--- config.mk ---
export PLATFORM = sky130hd
export DESIGN_NAME = cxu_mac
export DESIGN_NICKNAME = d
export VERILOG_FILES = /design/src/rtl/cxu_mac.sv
export SDC_FILE = /design/constraint.sdc
export NUM_CORES = 1
export LEC_CHECK = 0
export ABC_AREA = 1
export CAP_MARGIN = 20
export CORE_MARGIN = 4
export CORE_UTILIZATION = 45
export DETAILED_ROUTE_END_ITERATION = 6
export PLACE_DENSITY_LB_ADDON = 0.3
export REMOVE_ABC_BUFFERS = 1
export SETUP_SLACK_MARGIN = 0.15
export SLEW_MARGIN = 20
export SYNTH_ARGS = -nofsm -noshare
export SYNTH_HDL_FRONTEND = slang
export SYNTH_SLANG_ARGS = --single-unit
--- constraint.sdc ---
create_clock -name clk -period 5.1 [get_ports clk]
set_clock_uncertainty 0.1 [all_clocks]
set_input_delay 0.765 -clock clk [delete_from_list [all_inputs] [get_ports clk]]
set_output_delay 0.765 -clock clk [all_outputs]
set_load 0.005 [all_outputs]
--- src/rtl/cxu_mac.sv ---
// CX-unit multiply/accumulate engine: an iterative shift-add multiplier feeding
// N_STATE accumulator contexts, with a request/reply handshake toward the CX switch.
module cxu_mac #(
    parameter int unsigned BITS_PER_CYCLE = 1,
    parameter int unsigned N_STATE        = 4
) (
    input  logic        clk,
    input  logic        rst,
    input  logic        cxu_req,
    input  logic [2:0]  cxu_func,
    input  logic [1:0]  cxu_state_id,
    input  logic [31:0] cxu_data0,
    input  logic [31:0] cxu_data1,
    output logic        cxu_reply,
    output logic [31:0] cxu_response,
    output logic [3:0]  cxu_status,
    output logic        busy
);

    localparam int unsigned STEPS = 32 / BITS_PER_CYCLE;

    localparam logic [2:0] F_MAC   = 3'd0;
    localparam logic [2:0] F_MUL   = 3'd1;
    localparam logic [2:0] F_READ  = 3'd2;
    localparam logic [2:0] F_WRITE = 3'd3;
    localparam logic [2:0] F_CLEAR = 3'd4;

    localparam logic [3:0] ST_OK      = 4'h0;
    localparam logic [3:0] ST_ILLEGAL = 4'h1;
    localparam logic [3:0] ST_CARRY   = 4'h2;

    typedef enum logic [2:0] {
        IDLE,
        EXEC,
        MULT,
        REPLY,
        DRAIN
    } state_t;

    state_t      r_state;
    state_t      w_next;

    logic [2:0]  r_func;
    logic [1:0]  r_id;
    logic [31:0] r_a;
    logic [31:0] r_mcand;
    logic [31:0] r_mplier;
    logic [31:0] r_prod;
    logic [5:0]  r_cnt;
    logic [31:0] r_acc [N_STATE];

    logic        r_reply;
    logic [31:0] r_resp;
    logic [3:0]  r_status;

    logic [31:0] w_step_add;
    logic [31:0] w_prod_next;
    logic [31:0] w_acc_sel;
    logic [32:0] w_sum;
    logic        w_id_ok;
    logic        w_func_ok;
    logic        w_commit;
    logic        w_acc_we;
    logic [31:0] w_acc_wdata;
    logic [31:0] w_resp;
    logic [3:0]  w_status;

    // ---------------- next-state ----------------
    always_comb begin
        w_next = r_state;
        case (r_state)
            IDLE: begin
                if (cxu_req) begin
                    w_next = (cxu_func == F_MAC || cxu_func == F_MUL) ? MULT : EXEC;
                end
            end
            EXEC: begin
                w_next = cxu_req ? REPLY : IDLE;
            end
            MULT: begin
                if (!cxu_req) begin
                    w_next = IDLE;
                end else if (r_cnt == 6'(STEPS - 1)) begin
                    w_next = REPLY;
                end
            end
            REPLY: begin
                w_next = DRAIN;
            end
            DRAIN: begin
                if (!cxu_req) begin
                    w_next = IDLE;
                end
            end
            default: w_next = IDLE;
        endcase
    end

    // Results and accumulator writes only take effect on the transition into REPLY.
    assign w_commit = (r_state == EXEC || r_state == MULT) && (w_next == REPLY);

    // ---------------- datapath ----------------
    always_comb begin
        w_step_add = '0;
        for (int unsigned i = 0; i < BITS_PER_CYCLE; i++) begin
            if (r_mplier[i]) begin
                w_step_add = w_step_add + (r_mcand << i);
            end
        end
    end

    assign w_prod_next = r_prod + w_step_add;

    always_comb begin
        w_acc_sel = '0;
        for (int unsigned i = 0; i < N_STATE; i++) begin
            if ({30'b0, r_id} == i) begin
                w_acc_sel = r_acc[i];
            end
        end
    end

    assign w_sum     = {1'b0, w_acc_sel} + {1'b0, w_prod_next};
    assign w_id_ok   = ({30'b0, r_id} < N_STATE);
    assign w_func_ok = (r_func <= F_CLEAR);

    always_comb begin
        w_acc_we    = 1'b0;
        w_acc_wdata = '0;
        w_resp      = '0;
        w_status    = ST_OK;
        if (!w_func_ok || !w_id_ok) begin
            w_status = ST_ILLEGAL;
        end else begin
            case (r_func)
                F_MAC: begin
                    w_acc_we    = 1'b1;
                    w_acc_wdata = w_sum[31:0];
                    w_resp      = w_sum[31:0];
                    w_status    = w_sum[32] ? ST_CARRY : ST_OK;
                end
                F_MUL:   w_resp = w_prod_next;
                F_READ:  w_resp = w_acc_sel;
                F_WRITE: begin
                    w_acc_we    = 1'b1;
                    w_acc_wdata = r_a;
                    w_resp      = w_acc_sel;
                end
                F_CLEAR: w_acc_we = 1'b1;
                default: w_status = ST_ILLEGAL;
            endcase
        end
    end

    // ---------------- sequential ----------------
    always_ff @(posedge clk) begin
        if (rst) begin
            r_state  <= IDLE;
            r_func   <= '0;
            r_id     <= '0;
            r_a      <= '0;
            r_mcand  <= '0;
            r_mplier <= '0;
            r_prod   <= '0;
            r_cnt    <= '0;
            r_reply  <= 1'b0;
            r_resp   <= '0;
            r_status <= '0;
            for (int unsigned i = 0; i < N_STATE; i++) begin
                r_acc[i] <= '0;
            end
        end else begin
            r_state  <= w_next;
            r_reply  <= w_commit;
            r_resp   <= w_commit ? w_resp : '0;
            r_status <= w_commit ? w_status : '0;

            if (r_state == IDLE && cxu_req) begin
                r_func   <= cxu_func;
                r_id     <= cxu_state_id;
                r_a      <= cxu_data0;
                r_mcand  <= cxu_data0;
                r_mplier <= cxu_data1;
                r_prod   <= '0;
                r_cnt    <= '0;
            end else if (r_state == MULT && w_next == MULT) begin
                r_prod   <= w_prod_next;
                r_mcand  <= r_mcand << BITS_PER_CYCLE;
                r_mplier <= r_mplier >> BITS_PER_CYCLE;
                r_cnt    <= r_cnt + 6'd1;
            end

            if (w_commit && w_acc_we) begin
                for (int unsigned i = 0; i < N_STATE; i++) begin
                    if ({30'b0, r_id} == i) begin
                        r_acc[i] <= w_acc_wdata;
                    end
                end
            end
        end
    end

    assign cxu_reply    = r_reply;
    assign cxu_response = r_resp;
    assign cxu_status   = r_status;
    assign busy         = (r_state != IDLE);

endmodule

**Yosys cells after proc, flatten, opt, wreduce, memory -nomap -nowiden**

Memory sizes are Yosys's and may differ from the RTL's.
Cells that the tools add are included.

- Memories kept: 1
- Bits in registers: 177
- Output and inout bits: 38
- Input bits: 72
- Memory bits (writable): 128
- Logic and storage cells: 102

Memory list:

| name | depth | bits a word | rd ports | clocked after Yosys merged registers in | wr ports | RTL line | text |
|---|---|---|---|---|---|---|---|
| r_acc | 4 | 32 | 4 | 0 | 4 | 50 | `logic [31:0] r_acc [N_STATE];` |

- Bitwise logic cells: 6
- Eq/ne operators: 15
- Add/subtract/negate cells: 3
- Multiplexer cells: 46
- Order comparisons: 1
- Reduce and logical (&&, ||, !) cells: 18

Operators with widths:

| cell | number |
|---|---|
| two-way mux 32 bit | 14 |
| case mux 32 bit (3 select lines) | 1 |
| case mux 32 bit (2 select lines) | 1 |
| adder 32 x 32 -> 33 bit | 1 |
| adder 32 bit | 1 |
| two-way mux 1 bit | 21 |
| == test 3 x 2 -> 1 bit (second input constant) | 6 |
| case mux 3 bit (5 select lines) | 1 |
| two-way mux 3 bit | 4 |
| == test 3 x 1 -> 1 bit (second input constant) | 3 |
| logical NOT 3 bit | 3 |
| adder 6 x 1 -> 6 bit (second input constant) | 1 |
| == test 3 bit (second input constant) | 2 |
| == test 6 x 5 -> 1 bit (second input constant) | 1 |
| two-way mux 2 bit | 3 |
| OR reduction 2 bit | 3 |
| OR reduction 3 bit | 2 |
| == test 2 bit (second input constant) | 2 |
| logical AND 1 bit | 4 |
| bitwise OR 1 bit | 4 |
| case mux 2 bit (2 select lines) | 1 |
| OR reduction 4 bit | 1 |
| <= comparator 3 bit (second input constant) | 1 |
| nonzero test 3 bit | 1 |
| 5 further kinds | 7 |

**Depth between registers and ports, before layout**

- Word-level depth: 12
- Depth in mapped cells: 30
- Gate-level depth less buffers: 29

**Least setup slack after synthesis**

OpenSTA, ideal clock, no wires.

- Kind: flip-flop to flip-flop
- Start: register r_mplier[0]
- End: memory r_acc[0][20] (data pin)
- Required time: 4.745 ns
- Arrival: 3.587 ns
- Stages on the path, launching flop included: 24
- Library setup time: 0.255 ns
- Period minus slack after synthesis: 3.942 ns
- Path buffers: 2
- Slack: 1.158 ns
- Path through: dfxtp_1 > clkbuf_1 > clkbuf_1 > nand2_1 > inv_1 > ha_1 > nand2_1 > nand3_1 > nand2_1 > nand2_2 > xnor2_1 > inv_1 > ha_1 > a21oi_1 > o21a_1 > a21oi_1 > nor2_1 > o21ai_0 > a21boi_0 > o21ai_2 > or2_0 > nand2_1 > o21ai_2 > and2_1

RTL lines:

| element | RTL line | text |
|---|---|---|
| start, declared | 47 | `logic [31:0] r_mplier;` |
| start signal, assigned | 183 | `r_mplier <= cxu_data1;` |
| start signal, assigned | 189 | `r_mplier <= r_mplier >> BITS_PER_CYCLE;` |
| end, declared | 50 |  |

==> results.md <==
- Final-report max-slew violation count: 0
- Portion of the post-synthesis area used by sequential elements: ~44%
- Number of CTS-inserted buffers: 36
- Post-synthesis cell count: approximately 2,100
- Total of max-cap violations: 0
- Source-to-sink clock delay at the later pin of the worst-skew pair: 0.53 ns
- Hold Path Stages: 2
- Initial core utilization: between 40 and 50%
- Worst path bufs/invs: 4
- Buffers inserted during post-CTS setup optimization: 0
- Final standard cell utilization of the core: 53.33%
- CP max-delay cell: sky130_fd_sc_hd__ha_1
- Post-route fraction of the period consumed by the critical path: 91.21%
- Clock tree sinks: 305
- Post-synth cell types: 56
- Number of fillers in the final layout: 3,465
- Die area: 40,340 um^2
- Number of hold buffers added after cts: 0
- Fraction of layout instances using a drive strength above 1: between 10% and 20%
- Outcome: complete, no violations
- Layout net count: 2,364
- Worst Tran Pin Value: 0.9009 ns
- Routability cong.: 1.001
- Residual overflow from global routing: 0
- PostCTS Resize Cnt: 0
- Largest voltage drop on the vdd net: 0.0002050 V
- Number of hold violations in the final report: 0
- Wire length of the first global-routing pass: 79.09 mm
- Initial antenna violation count: 0
- Worst hold path class: flip-flop to flip-flop
- Placed inst area: 18,310 um^2
- Crit. path cell count: 22
- Height of the die: approximately 200 um
- Critical Path AT: slightly below 5 ns
- Row cnt: 70
- Worst relative slew slack: approximately two fifths
- Average wire per cell in the routed design: 18.59 um
- Total of flip-flops plus latches after synthesis: between 300 and 400
- Maximum number of pins on one net before global-route repair: 84
- Syn Std Cell Area: about 17,000 um^2
- Critical path's top delay family: compound AO/OA/AOI/OAI gates
- Launching element type of the critical path: flip-flop
- Required time of the critical path: 5.28 ns
- Final-layout setup total negative slack: 0 ns
- Area of the core region: 36,610 um^2
- Static leakage: 8.449 nW
- Floorplan die width: ~200 um
- GRT Resource Usage Total: 24.22%
- Antenna Violating Nets Remaining: 0
- Final worst path period need: 4.651 ns
- Unrepaired setup endpoints after global routing: yes
- Worst path max stage delay: 0.39 ns
- Final wirelength: 50.57 mm
- Detailed-route DRC error count: 0
- Cell with the most instances on the worst path: sky130_fd_sc_hd__nand2_1
- Kind of capture point of the worst setup path: flip-flop
- First-pass detailed-route iteration total: 5
- N_diodes: 0
- Average cell area after synthesis: 7.828 um^2
- Via count of the routed design: 15,170
- Buffers on Ports: 107
- Fmax: 215.0 MHz
- Via-to-Cell Ratio: 5.576
- DPL Wire Length: 36.20 mm
- Power density over cell area: around 330 nW/um^2
- Via count of the first global-routing pass: 14,780
- CTS H-Tree Depth: 2
- Clk Tree Root Cell: sky130_fd_sc_hd__clkbuf_16
- CTS tree: built
- Clk slew on worst S/H paths: 0.06 ns
- Yosys warnings: 0
- Largest fanout on the critical path: 32
- Number of buffers between clock root and the deepest sink: 3
- Critical path, cell by cell: buf_4 > nand2_1 > inv_1 > ha_1 > nand2_1 > inv_1 > a21oi_1 > nand2_2 > xnor2_1 > inv_1 > ha_1 > nand2_1 > o21a_1 > a21oi_1 > nor2_1 > o21ai_0 > a21boi_0 > o21ai_2 > a21oi_1 > nand2_1 > o21ai_2 > and2_1
- Post-route design area: 19,530 um^2
- Syn-to-layout area delta: 16.66%
- Finish-stage setup viols: 0
- Num ports: 110
- Depth of the most critical reg-to-reg path: 22
- Crit Path Class: flip-flop to flip-flop
- Initial drt markers: 1,232
-- worst paths after layout --
check                             startpoint            to  slack, ns
worst max-delay path             r_mplier[0]  r_acc[3][20]       0.45
worst min-delay path            r_mplier[31]  r_mplier[31]       0.37
worst max register to register   r_mplier[0]  r_acc[3][20]       0.45
worst min register to register  r_mplier[31]  r_mplier[31]       0.37
-- tightest hold or removal path, cell delays in order (launching register included) --
cell and delay, ns:
sky130_fd_sc_hd__dfxtp_1 0.31, sky130_fd_sc_hd__nand2_1 0.06, sky130_fd_sc_hd__a21oi_1 0.05
-- Yosys cell counts (all sizes together) --
cell	count	area (um^2)
clkinv	5	18.77
inv	265	997.2
clkbuf	69	259.0
and2	14	87.58
a22o	1	8.760
nand3b	4	37.53
a211oi	1	7.510
o221ai	4	35.03
fa	2	40.04
edfxtp	128	3844
o21bai	6	45.04
nor3b	2	15.01
nor4	1	6.260
o22ai	37	231.5
nor3	17	95.09
conb	1	3.750
buf	28	178.9
o31ai	2	15.01
ha	64	800.8
nand2	560	2257
xor2	11	96.34
nand4	14	93.84
o21ai	126	649.4
o211ai	8	60.06
or2	5	31.28
nand3	161	933.4
nor2	149	639.3
a21o	2	15.01
a221oi	13	120.1
xnor2	11	96.34
a32o	17	170.2
a21oi	150	777.0
o21a	4	30.03
a21boi	2	15.01
a31oi	77	481.7
dfxtp	177	3543
-- cell usage in the layout, fill, tap and decap left out, types with 6 or more instances in the layout --
master,n
sky130_fd_sc_hd__nand2_1,513
sky130_fd_sc_hd__inv_1,245
sky130_fd_sc_hd__dfxtp_1,177
sky130_fd_sc_hd__a21oi_1,143
sky130_fd_sc_hd__nand3_1,137
sky130_fd_sc_hd__nor2_1,129
sky130_fd_sc_hd__edfxtp_1,128
sky130_fd_sc_hd__clkdlybuf4s50_1,106
sky130_fd_sc_hd__o21ai_0,99
sky130_fd_sc_hd__a31oi_1,77
sky130_fd_sc_hd__ha_1,64
sky130_fd_sc_hd__nand2_2,39
sky130_fd_sc_hd__clkbuf_16,38
sky130_fd_sc_hd__o22ai_1,37
sky130_fd_sc_hd__buf_4,36
sky130_fd_sc_hd__nand3_2,23
sky130_fd_sc_hd__o21ai_1,22
sky130_fd_sc_hd__inv_2,19
sky130_fd_sc_hd__a32o_1,17
sky130_fd_sc_hd__and2_1,14
sky130_fd_sc_hd__nor3_1,14
sky130_fd_sc_hd__nor2_2,13
sky130_fd_sc_hd__nand4_1,13
sky130_fd_sc_hd__a221oi_1,12
sky130_fd_sc_hd__xor2_1,11
sky130_fd_sc_hd__xnor2_1,9
sky130_fd_sc_hd__nand2_4,8
sky130_fd_sc_hd__clkinv_1,8
sky130_fd_sc_hd__o211ai_1,8
sky130_fd_sc_hd__a21oi_2,7
sky130_fd_sc_hd__nor2_4,7
sky130_fd_sc_hd__o21bai_1,6
sky130_fd_sc_hd__clkinv_2,6
sky130_fd_sc_hd__clkbuf_8,6
-- where the power goes --
part | total [mW] | switching (mW) | internal, mW
Sequential | 2.73 | 0.0605 | 2.67
Clock | 2.59 | 1.03 | 1.56
Combinational | 1.13 | 0.787 | 0.343
Total | 6.45 | 1.88 | 4.56
-- sequential cells by signal, summed over array words and instances, names as in the netlist --
register	flops
cxu_response	32
r_state	3
r_acc	128
r_a	32
r_cnt	6
cxu_reply	1
r_mcand	32
r_mplier	32
cxu_status	2
r_id	2
r_prod	32
r_func	3
-- metal layers --
layer	share of wire (%)	up-vias	track usage, %
met5	0	-	0
met4	4.6	0	9.980
met3	6.1	111	2.876
met2	48	580	42.29
met1	41	7094	30.56
li1	-	7387	-
-- kinds of logic after synthesis --
kind of cell             synth area share [%]
other                                 0.02241
buffers and inverters                   8.687
AO/OA/AOI/OAI                           15.90
XOR/XNOR                                1.151
adder cells (fa/ha/maj)                 5.024
AND/OR/NAND/NOR                         25.07
flip-flops                              44.14
-- final cells by class --
class	instances	area (um^2)	area share [%]
tap	468	585.6	2.999
clock buffer	50	1057	5.415
timing repair buffer	146	1411	7.228
sequential	305	7387	37.83
inverter	270	1016	5.203
clock inverter	15	141.4	0.7241
multi-input combinational	1467	7926	40.60
-- through the flow --
| stage | hold slack, ns | std cells | worst slack (ns) | power (mW) |
|---|---|---|---|---|
| final | 0.3670 | 2721 | 0.4485 | 6.447 |
| after global routing | 0.3980 | 2721 | 0.1441 | 6.705 |
| after CTS | 0.3693 | 2721 | 0.4455 | 6.473 |
| after detailed placement | 0.3579 | 2656 | 0.4648 | 3.895 |
| after global placement | 0.3523 | 2656 | 0.5935 | 3.882 |
| after floorplan | 0.3349 | 2042 | 0.2940 | 3.439 |
No activity file was read; power rests on OpenSTA's default activity.
